[src/rtl/rgb2yuv_skin_pipe.sv]
// rtl/rgb2yuv_skin_pipe.sv - 4-stage RGB->YCbCr converter with skin flag and per-frame skin count
module rgb2yuv_skin_pipe #(
  parameter int PIX_W = 8,
  parameter int FRAC  = 8,
  parameter int U_MIN = 73,
  parameter int U_MAX = 122,
  parameter int V_MIN = 132,
  parameter int V_MAX = 173,
  parameter int CNT_W = 22
) (
  input  logic             clk,
  input  logic             rst,
  input  logic             i_valid,
  output logic             o_ready,
  input  logic [PIX_W-1:0] i_red,
  input  logic [PIX_W-1:0] i_grn,
  input  logic [PIX_W-1:0] i_blu,
  input  logic             i_mode,
  input  logic             i_eof,
  output logic             o_valid,
  input  logic             i_ready,
  output logic [PIX_W-1:0] o_y,
  output logic [PIX_W-1:0] o_u,
  output logic [PIX_W-1:0] o_v,
  output logic             o_skin,
  output logic             o_eof,
  output logic [CNT_W-1:0] o_skin_cnt,
  output logic             o_cnt_stb
);

  // Coefficient magnitude stays below 2^FRAC, so FRAC+2 bits holds it signed with margin.
  localparam int CW     = FRAC + 2;
  // Each product is below 2^(PIX_W+FRAC) in magnitude; one extra bit for sign, one spare.
  localparam int PROD_W = PIX_W + FRAC + 2;
  localparam int SUM_W  = PIX_W + FRAC + 4;

  localparam logic signed [SUM_W-1:0] RND     = SUM_W'(1) << (FRAC - 1);
  localparam logic signed [SUM_W-1:0] OFF_16  = SUM_W'(16) << (PIX_W - 8);
  localparam logic signed [SUM_W-1:0] OFF_128 = SUM_W'(128) << (PIX_W - 8);
  localparam logic signed [SUM_W-1:0] MAXV    = (SUM_W'(1) << PIX_W) - SUM_W'(1);
  localparam logic [7:0] U_LO = 8'(U_MIN);
  localparam logic [7:0] U_HI = 8'(U_MAX);
  localparam logic [7:0] V_LO = 8'(V_MIN);
  localparam logic [7:0] V_HI = 8'(V_MAX);
  localparam logic [CNT_W-1:0] CNT_MAX = '1;

  // Matrix entries 0-2 feed Y, 3-5 feed Cb, 6-8 feed Cr; columns are R, G, B.
  function automatic logic signed [CW-1:0] coef(input logic mode, input int idx);
    int k;
    k = 0;
    if (!mode) begin
      case (idx)
        0: k = 66;   1: k = 129;  2: k = 25;
        3: k = -38;  4: k = -74;  5: k = 112;
        6: k = 112;  7: k = -94;  8: k = -18;
        default: k = 0;
      endcase
    end else begin
      case (idx)
        0: k = 77;   1: k = 150;  2: k = 29;
        3: k = -43;  4: k = -85;  5: k = 128;
        6: k = 128;  7: k = -107; 8: k = -21;
        default: k = 0;
      endcase
    end
    return CW'(k * (1 << (FRAC - 8)));
  endfunction

  function automatic logic signed [PROD_W-1:0] mul(input logic [PIX_W-1:0] p,
                                                   input logic signed [CW-1:0] c);
    logic signed [PROD_W-1:0] pe;
    logic signed [PROD_W-1:0] ce;
    pe = $signed({{(PROD_W - PIX_W){1'b0}}, p});
    ce = $signed({{(PROD_W - CW){c[CW-1]}}, c});
    return pe * ce;
  endfunction

  function automatic logic signed [SUM_W-1:0] ext(input logic signed [PROD_W-1:0] p);
    return $signed({{(SUM_W - PROD_W){p[PROD_W-1]}}, p});
  endfunction

  function automatic logic [PIX_W-1:0] clampv(input logic signed [SUM_W-1:0] s);
    if (s < 0)
      return '0;
    else if (s > MAXV)
      return '1;
    else
      return s[PIX_W-1:0];
  endfunction

  logic adv;
  logic s0_vld, s1_vld, s2_vld;
  logic s0_mode, s1_mode, s2_mode;
  logic s0_eof, s1_eof, s2_eof;
  logic [PIX_W-1:0] s0_r, s0_g, s0_b;
  logic signed [PROD_W-1:0] s1_p [9];
  logic signed [SUM_W-1:0] s2_y, s2_u, s2_v;
  logic [PIX_W-1:0] y_c, u_c, v_c;
  logic skin_c;
  logic [7:0] u8, v8;
  logic [CNT_W-1:0] run_cnt, run_inc;
  logic hs;

  // A single stall signal freezes every stage, so the output registers hold while blocked.
  assign adv     = !o_valid | i_ready;
  assign o_ready = adv;
  assign hs      = o_valid & i_ready;

  // Pixel data path registers; qualified by the stage valids, so no reset needed.
  always_ff @(posedge clk) begin
    if (adv) begin
      s0_r    <= i_red;
      s0_g    <= i_grn;
      s0_b    <= i_blu;
      s0_mode <= i_mode;
      s0_eof  <= i_eof;
      for (int k = 0; k < 9; k++) begin
        s1_p[k] <= mul((k % 3 == 0) ? s0_r : (k % 3 == 1) ? s0_g : s0_b, coef(s0_mode, k));
      end
      s1_mode <= s0_mode;
      s1_eof  <= s0_eof;
      s2_y    <= ext(s1_p[0]) + ext(s1_p[1]) + ext(s1_p[2]) + RND;
      s2_u    <= ext(s1_p[3]) + ext(s1_p[4]) + ext(s1_p[5]) + RND;
      s2_v    <= ext(s1_p[6]) + ext(s1_p[7]) + ext(s1_p[8]) + RND;
      s2_mode <= s1_mode;
      s2_eof  <= s1_eof;
    end
  end

  // Final stage: floor shift, offset, clamp, and skin test on the clamped chroma.
  always_comb begin
    y_c    = clampv((s2_y >>> FRAC) + (s2_mode ? SUM_W'(0) : OFF_16));
    u_c    = clampv((s2_u >>> FRAC) + OFF_128);
    v_c    = clampv((s2_v >>> FRAC) + OFF_128);
    u8     = u_c[PIX_W-1 -: 8];
    v8     = v_c[PIX_W-1 -: 8];
    skin_c = (u8 >= U_LO) && (u8 <= U_HI) && (v8 >= V_LO) && (v8 <= V_HI);
  end

  // Stage valids and output registers; reset drops everything in flight.
  always_ff @(posedge clk) begin
    if (rst) begin
      s0_vld  <= 1'b0;
      s1_vld  <= 1'b0;
      s2_vld  <= 1'b0;
      o_valid <= 1'b0;
      o_y     <= '0;
      o_u     <= '0;
      o_v     <= '0;
      o_skin  <= 1'b0;
      o_eof   <= 1'b0;
    end else if (adv) begin
      s0_vld  <= i_valid;
      s1_vld  <= s0_vld;
      s2_vld  <= s1_vld;
      o_valid <= s2_vld;
      o_y     <= y_c;
      o_u     <= u_c;
      o_v     <= v_c;
      o_skin  <= skin_c;
      o_eof   <= s2_eof;
    end
  end

  assign run_inc = (o_skin && run_cnt != CNT_MAX) ? run_cnt + CNT_W'(1) : run_cnt;

  // Skin accumulation on accepted outputs only; eof publishes the frame total and restarts.
  always_ff @(posedge clk) begin
    if (rst) begin
      run_cnt    <= '0;
      o_skin_cnt <= '0;
      o_cnt_stb  <= 1'b0;
    end else begin
      o_cnt_stb <= 1'b0;
      if (hs) begin
        if (o_eof) begin
          o_skin_cnt <= run_inc;
          run_cnt    <= '0;
          o_cnt_stb  <= 1'b1;
        end else begin
          run_cnt <= run_inc;
        end
      end
    end
  end

endmodule

[config.mk]
export PLATFORM = sky130hd
export DESIGN_NAME = rgb2yuv_skin_pipe
export DESIGN_NICKNAME = d
export VERILOG_FILES = /design/src/rtl/rgb2yuv_skin_pipe.sv
export SDC_FILE = /design/constraint.sdc
export NUM_CORES = 1
export LEC_CHECK = 0
export ABC_AREA = 1
export CAP_MARGIN = 20
export CORE_MARGIN = 3
export CORE_UTILIZATION = 40
export DETAILED_ROUTE_END_ITERATION = 12
export PLACE_DENSITY = 0.67
export SKIP_CTS_REPAIR_TIMING = 1
export SLEW_MARGIN = 15
export SYNTH_ARGS = -nofsm -noshare
export SYNTH_HDL_FRONTEND = slang
export SYNTH_SLANG_ARGS = --single-unit
[constraint.sdc]
create_clock -name clk -period 21.6 [get_ports clk]
set_input_delay 4.32 -clock clk [delete_from_list [all_inputs] [get_ports clk]]
set_output_delay 4.32 -clock clk [all_outputs]
set_load 0.005 [all_outputs]
==> reports/metrics.cfg, run 1 <==
[cells_and_area]
fillers=6093
final_common_cell=inv_1
final_nets=3546
area_growth_pct=11.4
diodes=0
drive_gt1_frac=0.0391
multi_input_area_um2=16300
regArea_um2=7690
final_cell_mix=inv_1, ha_1, nand2_1, fa_1, edfxtp_1

[setup_path]
cp_num_buf_inv=4
path_class=primary input to primary output
regToRegSetupSlack_ns=16.54
cp.depth=5
critPathMaxFanout=101
endpoint_kind=primary output
reg2regPathDepth=19
worstPathRequired_ns=17.28
crit_slowest_cell=clkdlybuf4s50_1
crit_top_cell=clkdlybuf4s50_1
worstPathArrival_ns=6.27
crit_family=buffers and inverters
slowest_delay_ns=0.63
start_kind=primary input
crit_chain=clkdlybuf4s50_1 -> nor2_1 -> buf_4 -> inv_8 -> clkdlybuf4s50_1
rr_endpoint=s1_p[0][87]$_DFFE_PP_
r2r-start=s0_mode$_DFFE_PP_

[die]
io_pins=81
fp-row-count=93
die_area_um2=69100
die_h_um=263
start_util=0.407
fp.dieW_um=263
core-area_um2=64800

[clocking]
root_buffer=clkbuf_16
cts_num_sinks=281
cts_tree=yes
path_clk_slew_ns=0.06
clk_latency_ns=0.58
h-tree-depth=2
cts_max_path_buffers=3
numCtsBuffers=34

[placement]
gp_congestion=0.857
port_buffers=80
hpwl_mm=45.3

[global_route]
grt_usage=0.163
antenna_found_initial=2
grt_pass1_wl_mm=91.3
grt_max_degree=102
grt_pass1_vias=18100
grt-ovfl-total=0

[sta]
maxSlewHeadroom=0.347
hold_violations=0
tightestPinTransition_ns=0.978
clock-skew-final_ns=0.0351
drv_slew=0
period_minus_slack_ns=10.59
period_share=0.490
rsz0062_at_grt=false
fmax_ghz=0.0945
finalSetupTns_ns=0
setup_viol=0

[synth]
synth_area_leaders=edfxtp_1, ha_1, fa_1
ys_warn_count=0
synth_area_leader_cell=edfxtp_1
syn_inst=2732
ys_ff_latch=281
synth_ff_type=edfxtp_1
synth_top_area_share=0.234
synth.cell_area_um2=26400
synth_edf_count=206
synth.avg_cell_area_um2=9.66
ys_seq_area_frac=0.291
synth_cell_types=50
synthArstFlopShare=0

[status]
outcome=complete, no violations

[routing]
met3WireLength_mm=2.63
vias=17800
topRoutingLayerUsed=met5
drc=0
routed_via_density=4.79
firstDrtPassIters=5
ant_nets=0
drt-total-wl_mm=54.8
routedWlPerCell_um=14.7
route.met2.wl_mm=25.3
drt_iter0_drc=1051
routedLengthMet1_mm=25.1

[worst_hold_path]
whs_path_depth=0
hold_class=flip-flop to flip-flop
hold-path-endpoint=s2_eof$_DFFE_PP_
hold_start=s1_eof$_DFFE_PP_

[flow_run]
maxCapViolCount=0

==> layer usage <==
layer  up-vias  track usage
met5         -            0
met4         2       0.0514
met3        77       0.0332
met2       287        0.271
met1      8420        0.214
li1       9005            -
==> synthesized netlist by cell type (all sizes together), types with 10 or more instances <==
| master | instances |
|---|---|
| a21o | 17 |
| a21oi | 186 |
| clkbuf | 37 |
| dfxtp | 75 |
| edfxtp | 206 |
| fa | 243 |
| ha | 435 |
| inv | 628 |
| nand2 | 322 |
| nand3 | 65 |
| nand4 | 27 |
| nor2 | 127 |
| o211ai | 10 |
| o21ai | 125 |
| o21bai | 13 |
| or2 | 17 |
| xnor2 | 38 |
| xor2 | 97 |
==> cell families after synthesis <==
group / Yosys count / share of synthesized area
adders and majority gates: 678 / 0.390
buffers and inverters: 671 / 0.0960
and+or+nand+nor: 575 / 0.0927
AOI/OAI and AO/OA: 390 / 0.0846
DFF: 281 / 0.291
xor gates and xnor gates: 135 / 0.0448
other: 2 / 0.000285
==> per-stage QoR <==
step	utilization	area (um2)	worst slack (ns)	instances	hold WS, ns
after detailed placement	0.436	28300	11.02	3657	0.408
after global routing	0.454	29400	10.91	3717	0.425
after global placement	0.436	28300	11.01	3657	0.403
after floorplan	-	26500	6.95	2757	0.400
after CTS	0.454	29400	11.01	3717	0.419
final	0.454	29400	11.01	3717	0.415
==> area by class of cell <==
cell class | instances | area share
clock buffers | 41 | 0.0319
clock inverters | 19 | 0.00719
inverters | 628 | 0.0804
multi-input cells | 1805 | 0.553
flip-flops and latches | 281 | 0.261
well taps | 855 | 0.0364
repair buffers | 88 | 0.0293
==> state kept, by name (all words and copies together), names as in the netlist, 8 cells and up <==
| register | flops |
|---|---|
| s1_p | 142 |
| o_skin_cnt | 22 |
| run_cnt | 22 |
| s2_u | 12 |
| s2_v | 12 |
| s2_y | 10 |
| o_u | 8 |
| o_v | 8 |
| o_y | 8 |
| s0_b | 8 |
| s0_g | 8 |
| s0_r | 8 |
==> worst max path at each step <==
stage	start	endpoint
5_1_grt	i_ready	o_ready
3_5_place_dp	i_ready	o_ready
6_report	i_ready	o_ready
2_1_floorplan	i_ready	o_ready
4_1_cts	i_ready	o_ready
3_3_place_gp	i_ready	o_ready
Power of run 1 is not shown: default switching activity piles up to over one toggle a cycle in this logic, so the estimate is an artifact.
==> inputs of run 2 (changes only) <==
==> constraint.sdc (replaced) <==
create_clock -name clk -period 10.8 [get_ports clk]
set_input_delay 2.16 -clock clk [delete_from_list [all_inputs] [get_ports clk]]
set_output_delay 2.16 -clock clk [all_outputs]
set_load 0.005 [all_outputs]
==> run 2 against run 1 <==
Against the previous run: hold slack gained 0.0082 ns; critical path depth did not move; non-clock buffer count grew 1; routed wire length hardly changed; sequential share of layout area about the same; count of clock-buffer cells in the layout up 7; cell area about the same; clock skew is 0.0039 ns higher; global-route usage about the same; cell count grew 0.11%; flip-flop and latch count stayed put.
==> reports/metrics.cfg, run 2 (synthesized netlist as in run 1, its figures left out) <==
[clocking]
path_clk_slew_ns=0.06  ; about the same
numCtsBuffers=35  ; was 34
h-tree-depth=2  ; unchanged
cts_num_sinks=281  ; unchanged
clk_latency_ns=0.57  ; was 0.58 ns
cts_max_path_buffers=3  ; unchanged
root_buffer=clkbuf_16  ; unchanged
cts_tree=yes  ; unchanged

[setup_path]
slowest_delay_ns=0.62  ; was 0.63 ns
worstPathRequired_ns=8.64  ; was 17.28 ns
crit_top_cell=clkdlybuf4s50_1  ; unchanged
crit_family=buffers and inverters  ; unchanged
start_kind=primary input  ; unchanged
crit_chain=clkdlybuf4s50_1 -> nor2_1 -> buf_4 -> inv_8 -> clkdlybuf4s50_1  ; unchanged
endpoint_kind=primary output  ; unchanged
cp_num_buf_inv=4  ; unchanged
critPathMaxFanout=85  ; was 101
reg2regPathDepth=19  ; unchanged
worstPathArrival_ns=4.04  ; was 6.27 ns
r2r-start=s0_mode$_DFFE_PP_  ; unchanged
regToRegSetupSlack_ns=5.78  ; was 16.54 ns
crit_slowest_cell=clkdlybuf4s50_1  ; unchanged
path_class=primary input to primary output  ; unchanged
rr_endpoint=s1_p[0][87]$_DFFE_PP_  ; unchanged

[sta]
maxSlewHeadroom=0.340  ; was 0.347
clock-skew-final_ns=0.0390  ; was 0.0351 ns
tightestPinTransition_ns=0.988  ; was 0.978 ns
setup_viol=0  ; unchanged
rsz0062_at_grt=false  ; unchanged
hold_violations=0  ; unchanged
drv_slew=0  ; unchanged
fmax_ghz=0.161
period_minus_slack_ns=6.20
period_share=0.574
finalSetupTns_ns=0  ; unchanged

[global_route]
grt_max_degree=86  ; was 102
use_met2=0.271  ; about the same
grt-ovfl-total=0  ; unchanged
grt_pass1_wl_mm=91.5  ; was 91.3 mm
use_met1=0.225  ; was 0.214
antenna_found_initial=0  ; was 2
grt_util_met3=0.0213  ; was 0.0332
grt_usage=0.163  ; about the same
grt_pass1_vias=17900  ; was 18100
busiest_layer=met2  ; unchanged

[placement]
placedCellCount=3658  ; was 3657
postPlaceCellArea_um2=28300  ; about the same
hpwl_mm=44.9  ; was 45.3 mm
port_buffers=80  ; unchanged
gp_congestion=0.843  ; was 0.857

[routing]
drc=0  ; unchanged
drt_iter0_drc=951  ; was 1051
vias=17800  ; about the same
routed_via_density=4.77  ; was 4.79
drt-total-wl_mm=54.9  ; was 54.8 mm
ant_nets=0  ; unchanged
routedWlPerCell_um=14.7  ; about the same
firstDrtPassIters=5  ; unchanged

[cells_and_area]
final_area_um2=29400  ; about the same
regArea_um2=7690  ; unchanged
final_common_cell=inv_1  ; unchanged
top_regs=s1_p: 142 flops, o_skin_cnt: 22 flops, run_cnt: 22 flops  ; unchanged
final_nets=3548  ; was 3546
regMostFlops=s1_p  ; unchanged
multi_input_area_um2=16300  ; unchanged
area_growth_pct=11.5  ; was 11.4%
diodes=0  ; unchanged
fillers=6120  ; was 6093
finalNonFillerCells=3721  ; was 3717
final_cell_mix=inv_1, ha_1, nand2_1, fa_1, edfxtp_1  ; unchanged
largest_reg_flops=142  ; unchanged
drive_gt1_frac=0.0370  ; was 0.0391

[die]
io_pins=81  ; unchanged
start_util=0.407  ; unchanged
die_area_um2=69100  ; unchanged
fp-row-count=93  ; unchanged
core-area_um2=64800  ; unchanged
die_h_um=263  ; unchanged
fp.dieW_um=263  ; unchanged

[flow_run]
maxCapViolCount=0  ; unchanged

[worst_hold_path]
whs_path_depth=0  ; unchanged
hold_class=flip-flop to flip-flop  ; unchanged
hold_start=s1_mode$_DFFE_PP_  ; was s1_eof$_DFFE_PP_
hold-path-endpoint=s2_mode$_DFFE_PP_  ; was s2_eof$_DFFE_PP_

[status]
outcome=complete, no violations  ; unchanged

run 2: how the worst max path moves through the flow:
stage | from | to | slack [ns] | cells past startpoint
2_1_floorplan | i_ready | o_ready | 0.47 | 3
4_1_cts | i_ready | o_ready | 4.60 | 5
3_3_place_gp | i_ready | o_ready | 4.61 | 5
5_1_grt | i_ready | o_ready | 4.51 | 5
6_report | i_ready | o_ready | 4.60 | 5
3_5_place_dp | i_ready | o_ready | 4.61 | 5
run 2: through the flow:
stage / hold slack [ns] / worst slack (ns) / utilization
final: 0.423 / 4.60 / 0.454
after global routing: 0.443 / 4.51 / 0.454
after CTS: 0.425 / 4.60 / 0.454
after detailed placement: 0.421 / 4.61 / 0.436
after global placement: 0.404 / 4.61 / 0.436
after floorplan: 0.400 / 0.466 / -
run 2: per-layer routing:
layer  wire length (um)  up-vias
met2              25300      223
met4               1340        0
met5                  0        -
met3               1840       69
li1                   -     9021
met1              26400     8440
run 2: layout make-up:
type | instances | area share
Multi-Input combinational cell | 1805 | 0.553
Sequential cell | 281 | 0.261
Inverter | 628 | 0.0804
Tap cell | 855 | 0.0364
Clock buffer | 48 | 0.0343
Timing Repair Buffer | 89 | 0.0295
Clock inverter | 15 | 0.00523
Power of run 2 is left out for the same reason.
==> inputs of run 3 (changes only) <==
--- a/config.mk
+++ b/config.mk
@@ -10,7 +10,7 @@
 export CORE_MARGIN = 3
 export CORE_UTILIZATION = 40
 export DETAILED_ROUTE_END_ITERATION = 12
-export PLACE_DENSITY = 0.67
+export PLACE_DENSITY = 0.69
 export SKIP_CTS_REPAIR_TIMING = 1
 export SLEW_MARGIN = 15
 export SYNTH_ARGS = -nofsm -noshare
==> constraint.sdc (replaced) <==
create_clock -name clk -period 5.4 [get_ports clk]
set_input_delay 1.08 -clock clk [delete_from_list [all_inputs] [get_ports clk]]
set_output_delay 1.08 -clock clk [all_outputs]
set_load 0.005 [all_outputs]
==> run 3 against run 2 <==
Against the previous run: via count grew 0.23%; register-to-register slack got worse by 5.2 ns; cell area increased by 0.47%; die area is the same; utilization grew 0.21 points; critical path depth is 11 higher; sequential share of layout area is 0.12 points lower; first-iteration DRC count fell by 0.53%; cell count grew 0.24%; critical endpoint is now s1_p[0][158]$_DFFE_PP_; highest routed layer unchanged.
==> reports/metrics.cfg, run 3 (synthesized netlist as in run 1, its figures left out) <==
[sta]
clock-skew-final_ns=0.0240  ; was 0.0390 ns
hold_violations=0  ; unchanged
period_minus_slack_ns=4.79
finalSetupTns_ns=0  ; unchanged
period_share=0.887
setup_viol=0  ; unchanged
fmax_ghz=0.209
drv_slew=0  ; unchanged
maxSlewHeadroom=0.340  ; about the same
rsz0062_at_grt=false  ; unchanged
tightestPinTransition_ns=0.989  ; was 0.988 ns

[setup_path]
regToRegSetupSlack_ns=0.61  ; was 5.78 ns
r2r-start=s0_b[0]$_DFFE_PP_  ; was s0_mode$_DFFE_PP_
start_kind=flip-flop  ; was primary input
worstPathArrival_ns=5.08  ; was 4.04 ns
crit_chain=fa_1 -> inv_1 -> fa_1 -> inv_1 -> fa_1 -> inv_1 -> fa_1 -> inv_1 -> ha_1 -> a21oi_1 -> o21ai_0 -> a31o_2 -> a21oi_1 -> nor2_1 -> nor2_1 -> xnor2_1  ; was clkdlybuf4s50_1 -> nor2_1 -> buf_4 -> inv_8 -> clkdlybuf4s50_1
cp_num_buf_inv=4  ; unchanged
worstPathRequired_ns=5.69  ; was 8.64 ns
path_class=flip-flop to flip-flop  ; was primary input to primary output
reg2regPathDepth=16  ; was 19
rr_endpoint=s1_p[0][158]$_DFFE_PP_  ; was s1_p[0][87]$_DFFE_PP_
slowest_delay_ns=0.70  ; was 0.62 ns
crit_family=adder cells  ; was buffers and inverters
crit_slowest_cell=fa_1  ; was clkdlybuf4s50_1
critPathMaxFanout=9  ; was 85
endpoint_kind=flip-flop  ; was primary output

[routing]
routed_via_density=4.77  ; about the same
drt_iter0_drc=946  ; was 951
routedWlPerCell_um=14.9  ; was 14.7 um
firstDrtPassIters=7  ; was 5
ant_nets=0  ; unchanged
vias=17800  ; about the same
drc=0  ; unchanged
drt-total-wl_mm=55.7  ; was 54.9 mm

[placement]
postPlaceCellArea_um2=28300  ; about the same
port_buffers=80  ; unchanged
gp_congestion=0.863  ; was 0.843
hpwl_mm=46.1  ; was 44.9 mm

[clocking]
h-tree-depth=2  ; unchanged
cts_max_path_buffers=3  ; unchanged
cts_num_sinks=281  ; unchanged
numCtsBuffers=36  ; was 35
root_buffer=clkbuf_16  ; unchanged
clk_latency_ns=0.56  ; was 0.57 ns
cts_tree=yes  ; unchanged
path_clk_slew_ns=0.06  ; about the same

[worst_hold_path]
whs_path_depth=0  ; unchanged
hold_class=flip-flop to flip-flop  ; unchanged
hold-path-endpoint=s2_mode$_DFFE_PP_  ; unchanged
hold_start=s1_mode$_DFFE_PP_  ; unchanged

[global_route]
grt-ovfl-total=0  ; unchanged
grt_util_met3=0.0262  ; was 0.0213
grt_max_degree=168  ; was 86
antenna_found_initial=1  ; was 0
grt_pass1_vias=18200  ; was 17900
busiest_layer=met2  ; unchanged
grt_usage=0.165  ; was 0.163
grt_pass1_wl_mm=92.8  ; was 91.5 mm
use_met1=0.216  ; was 0.225
use_met2=0.280  ; was 0.271

[die]
core-area_um2=64800  ; unchanged
die_area_um2=69100  ; unchanged
start_util=0.407  ; unchanged
io_pins=81  ; unchanged
fp.dieW_um=263  ; unchanged
fp-row-count=93  ; unchanged
die_h_um=263  ; unchanged

[cells_and_area]
drive_gt1_frac=0.0414  ; was 0.0370
regMostFlops=s1_p  ; unchanged
top_regs=s1_p: 142 flops, o_skin_cnt: 22 flops, run_cnt: 22 flops  ; unchanged
final_area_um2=29600  ; was 29400 um2
final_common_cell=inv_1  ; unchanged
fillers=6065  ; was 6120
final_nets=3557  ; was 3548
largest_reg_flops=142  ; unchanged
area_growth_pct=12.0  ; was 11.5%
final_cell_mix=inv_1, ha_1, nand2_1, fa_1, edfxtp_1  ; unchanged
diodes=0  ; unchanged

[status]
outcome=complete, no violations  ; unchanged

[flow_run]
maxCapViolCount=0  ; unchanged

-- run 3: cell count changes in the layout (fill, tap and decap cells not counted), sizes merged --
| cell | before | now |
|---|---|---|
| buf | 9 | 17 |
| bufinv | 2 | 1 |
| clkinv | 9 | 10 |
| clkinvlp | 3 | 2 |
| inv | 629 | 631 |
-- run 3: layout make-up --
type                            instances  area, um2  area share
Clock buffer                           48       1080      0.0366
Clock inverter                         16        134     0.00453
Inverter                              628       2360      0.0800
Multi-Input combinational cell       1805      16300       0.550
Sequential cell                       281       7690       0.260
Tap cell                              855       1070      0.0362
Timing Repair Buffer                   97        953      0.0322
-- run 3: worst max-delay path by stage --
stage	from	endpoint	slack (ns)	cells after the start
2_1_floorplan	i_ready	o_ready	0.28	3
3_3_place_gp	s0_b[0]$_DFFE_PP_	s1_p[0][158]$_DFFE_PP_	0.70	16
3_5_place_dp	s0_b[0]$_DFFE_PP_	s1_p[0][158]$_DFFE_PP_	0.63	16
4_1_cts	s0_b[0]$_DFFE_PP_	s1_p[0][158]$_DFFE_PP_	0.61	16
5_1_grt	s0_b[0]$_DFFE_PP_	s1_p[0][158]$_DFFE_PP_	0.24	16
6_report	s0_b[0]$_DFFE_PP_	s1_p[0][158]$_DFFE_PP_	0.61	16
-- run 3: metrics by stage --
step / util / worst slack, ns / instances / hold WS (ns)
2_1_floorplan: - / 0.280 / 2757 / 0.400
3_3_place_gp: 0.437 / 0.703 / 3666 / 0.402
4_1_cts: 0.456 / 0.607 / 3730 / 0.425
5_1_grt: 0.456 / 0.236 / 3730 / 0.432
3_5_place_dp: 0.437 / 0.626 / 3666 / 0.410
6_report: 0.456 / 0.610 / 3730 / 0.424
-- run 3: metal layers --
layer	wire length [um]	vias to the layer above
met2	26200	299
met4	1960	0
met1	25200	8379
li1	-	9026
met3	2350	90
met5	0	-
Power of run 3 is left out for the same reason.
